`src/rtl/rpsc_trip_annunciator.sv`:
```
// rpsc_trip_annunciator
// Operator annunciator for the trip flip-flop card LA lines. It provides
// ringback lamp sequencing per channel, a common horn and first-out capture.
// Every output is a register decoded from FSM, phase and first-out state.
module rpsc_trip_annunciator #(
  parameter int N_CH       = 8,
  parameter int DB_CYCLES  = 50000,
  parameter int FLASH_HALF = 5000000
) (
  input  logic            clk,
  input  logic            reset_n,
  input  logic [N_CH-1:0] trip_la,
  input  logic            ack_pb,
  input  logic            rst_pb,
  input  logic            test_pb,
  output logic [N_CH-1:0] lamp,
  output logic            horn,
  output logic [N_CH-1:0] first_out,
  output logic            alarm_any
);

  localparam logic [1:0] ST_NORMAL   = 2'd0;
  localparam logic [1:0] ST_ALERT    = 2'd1;
  localparam logic [1:0] ST_ACKED    = 2'd2;
  localparam logic [1:0] ST_RINGBACK = 2'd3;

  localparam int DBW   = $clog2(DB_CYCLES + 1);
  localparam int FW    = (FLASH_HALF > 1) ? $clog2(FLASH_HALF) : 1;
  localparam int NSYNC = N_CH + 3;

  // Synchronizer bundle layout: [N_CH-1:0] LA lines, then ack, rst, test.
  logic [NSYNC-1:0]         sync1_q;
  logic [NSYNC-1:0]         sync2_q;
  logic [N_CH-1:0]          s_in_q;

  // Debounce state, one slot per pushbutton: 0 = ack, 1 = rst, 2 = test.
  logic [2:0]               pb_acc_q;
  logic [1:0]               pb_prev_q;
  logic [2:0][DBW-1:0]      db_cnt_q;
  logic                     ack_p_q;
  logic                     rst_p_q;
  logic                     test_lvl;

  logic [FW-1:0]            flash_cnt_q;
  logic [1:0]               fast_tog_q;
  logic                     fast_q;
  logic                     slow_q;

  logic [N_CH-1:0][1:0]     st_q;
  logic [N_CH-1:0][1:0]     st_d;
  logic [N_CH-1:0]          fo_q;
  logic [N_CH-1:0]          fo_d;
  logic [N_CH-1:0]          entry;
  logic                     all_norm_d;
  logic                     rst_eff;

  logic [N_CH-1:0]          lamp_d;
  logic                     horn_d;
  logic                     any_d;
  logic [N_CH-1:0]          lamp_q;
  logic                     horn_q;
  logic [N_CH-1:0]          first_out_q;
  logic                     alarm_any_q;

  assign test_lvl = pb_acc_q[2];
  // A coincident acknowledge wins; the reset press is dropped for that cycle.
  assign rst_eff  = rst_p_q & ~ack_p_q;

  // Two-flop synchronizers, plus one retiming stage that feeds the channel FSMs
  always_ff @(posedge clk or negedge reset_n) begin
    if (!reset_n) begin
      sync1_q <= '0;
      sync2_q <= '0;
      s_in_q  <= '0;
    end else begin
      sync1_q <= {test_pb, rst_pb, ack_pb, trip_la};
      sync2_q <= sync1_q;
      s_in_q  <= sync2_q[N_CH-1:0];
    end
  end

  // Pushbutton debounce: accept a new level after DB_CYCLES consecutive differing samples
  always_ff @(posedge clk or negedge reset_n) begin
    if (!reset_n) begin
      pb_acc_q  <= '0;
      pb_prev_q <= '0;
      db_cnt_q  <= '0;
      ack_p_q   <= 1'b0;
      rst_p_q   <= 1'b0;
    end else begin
      for (int b = 0; b < 3; b++) begin
        if (sync2_q[N_CH+b] == pb_acc_q[b]) begin
          db_cnt_q[b] <= '0;
        end else if (db_cnt_q[b] == DBW'(DB_CYCLES - 1)) begin
          pb_acc_q[b] <= sync2_q[N_CH+b];
          db_cnt_q[b] <= '0;
        end else begin
          db_cnt_q[b] <= db_cnt_q[b] + DBW'(1);
        end
      end
      pb_prev_q <= pb_acc_q[1:0];
      ack_p_q   <= pb_acc_q[0] & ~pb_prev_q[0];
      rst_p_q   <= pb_acc_q[1] & ~pb_prev_q[1];
    end
  end

  // Free-running flash generator: fast toggles on each wrap, slow on every fourth fast toggle
  always_ff @(posedge clk or negedge reset_n) begin
    if (!reset_n) begin
      flash_cnt_q <= '0;
      fast_tog_q  <= '0;
      fast_q      <= 1'b0;
      slow_q      <= 1'b0;
    end else if (flash_cnt_q == FW'(FLASH_HALF - 1)) begin
      flash_cnt_q <= '0;
      fast_q      <= ~fast_q;
      fast_tog_q  <= fast_tog_q + 2'd1;
      if (fast_tog_q == 2'd3) begin
        slow_q <= ~slow_q;
      end
    end else begin
      flash_cnt_q <= flash_cnt_q + FW'(1);
    end
  end

  // Channel ringback FSMs and first-out capture (next state)
  always_comb begin
    st_d       = st_q;
    entry      = '0;
    all_norm_d = 1'b1;
    for (int i = 0; i < N_CH; i++) begin
      case (st_q[i])
        ST_NORMAL: begin
          if (s_in_q[i]) begin
            st_d[i] = ST_ALERT;
          end
        end
        ST_ALERT: begin
          // Locked in: only an acknowledge moves the channel on.
          if (ack_p_q) begin
            st_d[i] = s_in_q[i] ? ST_ACKED : ST_RINGBACK;
          end
        end
        ST_ACKED: begin
          if (!s_in_q[i]) begin
            st_d[i] = ST_RINGBACK;
          end
        end
        default: begin
          if (s_in_q[i]) begin
            st_d[i] = ST_ALERT;
          end else if (rst_eff) begin
            st_d[i] = ST_NORMAL;
          end
        end
      endcase
      entry[i] = (st_q[i] == ST_NORMAL) && (st_d[i] == ST_ALERT);
      if (st_d[i] != ST_NORMAL) begin
        all_norm_d = 1'b0;
      end
    end
    if (rst_eff && all_norm_d) begin
      fo_d = '0;
    end else if (fo_q == '0) begin
      fo_d = entry;
    end else begin
      fo_d = fo_q;
    end
  end

  // Channel state and first-out registers
  always_ff @(posedge clk or negedge reset_n) begin
    if (!reset_n) begin
      st_q <= '0;
      fo_q <= '0;
    end else begin
      st_q <= st_d;
      fo_q <= fo_d;
    end
  end

  // Lamp, horn and summary decode from the current state and flash phases
  always_comb begin
    lamp_d = '0;
    horn_d = 1'b0;
    any_d  = 1'b0;
    for (int i = 0; i < N_CH; i++) begin
      case (st_q[i])
        ST_NORMAL: lamp_d[i] = 1'b0;
        ST_ALERT:  lamp_d[i] = fast_q;
        ST_ACKED:  lamp_d[i] = 1'b1;
        default:   lamp_d[i] = slow_q;
      endcase
      if (st_q[i] == ST_ALERT) begin
        horn_d = 1'b1;
      end
      if (st_q[i] != ST_NORMAL) begin
        any_d = 1'b1;
      end
    end
    if (test_lvl) begin
      lamp_d = '1;
    end
  end

  // Registered panel outputs
  always_ff @(posedge clk or negedge reset_n) begin
    if (!reset_n) begin
      lamp_q      <= '0;
      horn_q      <= 1'b0;
      first_out_q <= '0;
      alarm_any_q <= 1'b0;
    end else begin
      lamp_q      <= lamp_d;
      horn_q      <= horn_d;
      first_out_q <= fo_q;
      alarm_any_q <= any_d;
    end
  end

  assign lamp      = lamp_q;
  assign horn      = horn_q;
  assign first_out = first_out_q;
  assign alarm_any = alarm_any_q;

endmodule
```
`config.mk`:
```
export PLATFORM = sky130hd
export DESIGN_NAME = rpsc_trip_annunciator
export DESIGN_NICKNAME = d
export VERILOG_FILES = /design/src/rtl/rpsc_trip_annunciator.sv
export SDC_FILE = /design/constraint.sdc
export NUM_CORES = 1
export LEC_CHECK = 0
export BUFFER_PORTS_ARGS = -buffer_cell sky130_fd_sc_hd__buf_2
export CAP_MARGIN = 10
export CORE_AREA = 4 4 127 129
export CTS_CLUSTER_SIZE = 20
export DETAILED_ROUTE_END_ITERATION = 10
export DIE_AREA = 0 0 131 133
export PLACE_DENSITY = 0.7
export SYNTH_ARGS = -nofsm -noshare
export SYNTH_HDL_FRONTEND = slang
export SYNTH_SLANG_ARGS = --single-unit
export TNS_END_PERCENT = 50
```
`constraint.sdc`:
```
create_clock -name clk -period 2.1 [get_ports clk]
set_input_delay 0.105 -clock clk [delete_from_list [all_inputs] [get_ports clk]]
set_output_delay 0.105 -clock clk [all_outputs]
set_load 0.01 [all_outputs]
```
Word level (Yosys, flattened, before mapping)
Cells that the tools add are included.

storage, ports and cells
  output and inout bits = 18
  flip-flop bits (word level) = 154
  input bits = 13
  word-level logic and storage cells = 214

cells by class
  eq/ne operators = 32
  bitwise logic cells = 11
  add/sub/neg operators = 5
  reductions and logical operators = 39
  multiplexer cells = 98

operators by type and width
  cell                     count
  $mux W16                 6
  $mux W2                  40
  $add A16 B1 Y16 const B  3
  $eq A16 B16 Y1 const B   3
  $pmux W2 S3              8
  $reduce_bool A2 Y1       17
  $eq A2 B1 Y1 const B     16
  $mux W1                  32
  $mux W8                  3
  $pmux W1 S3              8
  $add A23 B1 Y23 const B  1
  $eq A23 B23 Y1 const B   1
  $mux W23                 1
  $eq A2 B2 Y1 const B     9
  $logic_not A2 Y1         8
  $logic_and A1 B1 Y1      9
  $logic_not A8 Y1         1
  $not A1 Y1               8
  $reduce_and A2 Y1        4
  $and A1 B1 Y1            3
  $eq A1 B1 Y1             3
  $add A2 B1 Y2 const B    1

Logic depth before layout (Yosys ltp)
  depth after elaboration = 16
  gate-level depth with buffers = 7
  depth with buffers taken out = 6

Worst setup path before layout
OpenSTA, ideal clock, no wires.

  path type = register to register
  start point = register flash_cnt_q[6]
  end point = register fast_tog_q[1]
  required time = 1973 ps
  slack = 405 ps
  clock period less this slack = 1695 ps
  stages on the path, launching flop included = 5
  path buffers = 0
  arrival = 1568 ps
  library setup time = 127 ps
  path through = dfrtp_1 > nor4b_2 > nand3_1 > nor4_4 > mux2_1

between the ends
  cells in the longest elaborated chain, start to end = 1

RTL lines
  item                    line  source
  from (decl)             44    logic [FW-1:0] flash_cnt_q;
  from (signal assigned)  122   flash_cnt_q <= flash_cnt_q + FW'(1);
  $eq A23 B23 Y1          114   end else if (flash_cnt_q == FW'(FLASH_HALF - 1)) begin
  to (signal assigned)    117   fast_tog_q <= fast_tog_q + 2'd1;
  to (decl)               45    logic [1:0] fast_tog_q;

Every way passes these cells.
A chain may end at the register's enable or synchronous reset.

Worst setup path in the final report
  start point = register rst_p_q
  end point = register fo_q[2]

between the ends
  cells in the longest elaborated chain, start to end = 15
  elaborated cells on any way between the ends = 47
  those cells by class = eq/ne: 1; mux: 34; bitwise: 1; reduce/logical: 11

RTL lines
  item                                                  line  source
  from (decl)                                           41    logic rst_p_q;
  from (signal assigned)                                103   rst_p_q <= pb_acc_q[1] & ~pb_prev_q[1];
  $and A1 B1 Y1 *                                       67    assign rst_eff = rst_p_q & ~ack_p_q;
  $mux W2                                               152   end else if (rst_eff) begin
  $mux W2                                               150   if (s_in_q[i]) begin
  $pmux W2 S3                                           132   case (st_q[i])
  $reduce_bool A2 Y1                                    158   if (st_d[i] != ST_NORMAL) begin
  $mux W1 (8 in series)                                 158
  $logic_and A1 B1 Y1                                   162   if (rst_eff && all_norm_d) begin
  $mux W8 / $reduce_bool A2 Y1 (equally long branches)  n/a
  to (signal assigned)                                  178   fo_q <= fo_d;
  to (decl)                                             51    logic [N_CH-1:0] fo_q;

Every way passes the cells marked *; elsewhere a longest branch is shown, timed or not. The select of a mux whose other input is x is not followed.

==> impl_metrics.ini <==
[global_routing]
antenna_found_initial = 0
grt_pass1_wl_mm = 21.2
grt_max_degree = 55
gr-total-overflow = 0
first_global_vias = 4439
track_usage_pct = 15.3

[sta]
finClkSkew_ns = 0.00800
finalSetupViolations = 0
period_minus_slack_ns = 1.94
holdWs_ns = 0.216
setup_slack_ns = 0.162
fmax_mhz = 516
post-route-period-util_pct = 92.3
slew_viol_final = 0
tightest_slew_ns = 0.566
hold_violations = 0
finalSetupTns_ns = 0
slew_headroom_pct = 62.1

[hold_path]
holdCritPathClass = input pin to asynchronous set/reset pin

[route]
avgViaCountPerCell = 5.29
route.detailed.wl_per_inst_microns = 14.6
drt_wl_total_mm = 12.4
drt_iter0_drc = 273
drc_errors = 0
dr.pass1.iters = 4
antenna_left = 0
vias = 4506

[placement]
hpwl_mm = 8.53
dp_cells = 807
post-place-ws_ns = 0.117
portBuffers = 30
place_congestion = 0.895
place_area_sq_um = 6970

[flow_run]
max-cap-violations = 0

[logic_synthesis]
postSynth.asyncResetShare_pct = 100
synth_edf_count = 0
synth-xor-area-share_pct = 9.00
synth_mux_area_share_pct = 0.681
syn-num-nets = 621
synthSimpleGateAreaFrac_pct = 20.1
synth_top_area_share_pct = 58.2
netlist_area_sq_um = 6620
ys_seq_area_share_pct = 58.2
yosysWarnings = 0
synth-seq-cells = 154
synth_top_family_by_area = simple AND/OR/NAND/NOR gates
synthTopCellsByArea = dfrtp_1 58%, xnor2_1 5.3%, nor2_1 4.3%
ys.flop_type = dfrtp_1
avgSynthCellArea_sq_um = 11.0
synth-adder-area-share_pct = 0.945
syn_inst = 603
yosysUniqueCellTypes = 52
synth_compound_area_share_pct = 7.87
yosysTopAreaCell = dfrtp_1

[setup_path]
cp_num_buf_inv = 1
cpMaxStageDelayCell = dfrtp_1
crit_family = compound AO/OA/AOI/OAI gates
reg2reg_setup_slack_ns = 0.16
crit_path_start_kind = flip-flop
cp.arrival_ns = 2.21
cp_max_fo = 10
path_cells = nand2b_4, o311ai_1, o2111ai_1, nor4_4, buf_4, a21oi_1
worstPathRequired_ns = 2.38
slowest_delay_ns = 0.58
cp-end-kind = flip-flop
critical_path_class = flip-flop to flip-flop

[floorplanning]
initial_core_util_pct = 44.0
core_sq_um = 15000
die_w_microns = 131
die_area_sq_um = 17400
rows = 45
die_y_microns = 133
ioPinCount = 31

[cts]
cts_made_buffers = 17
cts_tree = yes
path_clk_slew_ns = 0.06
clk_path_buf_depth = 2
clock-sinks = 154
clock-root-buffer = clkbuf_16
insertion_delay_ns = 0.42
h-tree-depth = 4

[power_and_ir_drop]
powerDensity_nw_per_um2 = 848
power.leakage_nw = 3.41
ir_drop_v = 0.000624
p_total_mw = 6.57

[layout]
antenna-diode-count = 0
area_growth_pct = 17.2
utilization_pct = 51.6
nNetsFinal = 669
fin_cells = 852
design_area_sq_um = 7750
drive_gt1_share_pct = 13.7

[status]
status = finished clean
-- area by class of cell --
class	count	area, sq um
multi-input combinational	405	2560
inverter	21	78.8
fill	1260	7280
sequential	154	3850
timing repair buffer	52	377
clock buffer	21	460
tap	188	235
clock inverter	11	193
-- power by group --
part | total, mW | switching [mW] | internal (mW)
combinational | 0.174 | 0.108 | 0.0663
sequential | 3.08 | 0.0520 | 3.03
clock | 3.32 | 1.15 | 2.17
total | 6.57 | 1.31 | 5.27
-- final timing paths --
path / startpoint / to / cells after the start
worst max-delay path: rst_p_q$_DFF_PN0_ / fo_q[2]$_DFFE_PN0P_ / 6
worst min-delay path: reset_n / lamp[3]$_DFF_PN0_ / 2
worst max register to register: rst_p_q$_DFF_PN0_ / fo_q[2]$_DFFE_PN0P_ / 6
worst min register to register: sync1_q[9]$_DFF_PN0_ / sync2_q[9]$_DFF_PN0_ / 0
max in group asynchronous: reset_n / fo_q[6]$_DFFE_PN0P_ / 3
min in group clk: trip_la[5] / sync1_q[5]$_DFF_PN0_ / 2
-- state kept, by name, indices dropped and copies added, names as in the netlist, 2 cells and up --
register,count
fast_tog_q,2
flash_cnt_q,23
sync1_q,11
s_in_q,8
fo_q,8
pb_prev_q,2
lamp,8
sync2_q,11
first_out,8
pb_acc_q,3
st_q,16
db_cnt_q,48
-- cell usage after synthesis (3+ instances only) --
cell	n
a21oi_1	27
and4_1	6
buf_2	7
o21ai_0	9
ha_1	5
nand4_1	15
nor2_1	75
dfrtp_1	154
o2111ai_1	4
nor3_1	24
nand3_1	35
nor2b_1	4
or2_2	6
xor2_1	28
mux2_2	3
and3_1	15
a31oi_1	12
nand2b_1	9
clkbuf_1	11
nand2_1	35
nor4b_1	3
inv_1	21
xnor2_1	40
nor4_1	6
buf_6	4
nor4_4	3
o211ai_1	7
-- cell families after synthesis --
group | count (synthesis)
buffers and inverters | 44
XOR/XNOR | 68
adder cells (fa/ha/maj) | 5
multiplexers | 4
AO/OA/AOI/OAI | 78
AND/OR/NAND/NOR | 250
flip-flops | 154
-- what timing repair did --
action | in CTS | in global routing
setup buffers | 0 | 1
resized for setup | 0 | 1
setup endpoints to repair | 0 | 8
hold buffers | 12 | 0
endpoints found under the hold margin | 61 | 0
-- layer usage --
layer | GRT usage (%) | vias up | part of all wire, %
met5 | 0 | - | 0
li1 | - | 2184 | -
met4 | 5.71 | 0 | 1.5
met1 | 20.8 | 2222 | 46
met3 | 3.75 | 15 | 3.8
met2 | 23.6 | 85 | 48
-- cells in the final DEF (no fill, tap or decap), types with 4 or more instances in the layout --
cell           synthesis  routed
and3_1                15      15
nand2b_1               9       9
and4_1                 6       6
xnor2_1               40      40
nor3_1                24      24
inv_1                 21      21
buf_2                  7      29
nor4_1                 6       6
o211ai_1               7       7
buf_4                  1       8
nor2_1                75      75
bufinv_16              0       5
clkbuf_16              0      17
nand2_1               35      35
dlygate4sd3_1          0      12
nand4_1               15      15
a21oi_1               27      27
xor2_1                28      28
a31oi_1               12      12
o2111ai_1              4       4
nand3_1               35      35
ha_1                   5       5
dfrtp_1              154     153
nor2b_1                4       4
o21ai_0                9       9
or2_2                  6       6
(Power assumes the default switching activity.)
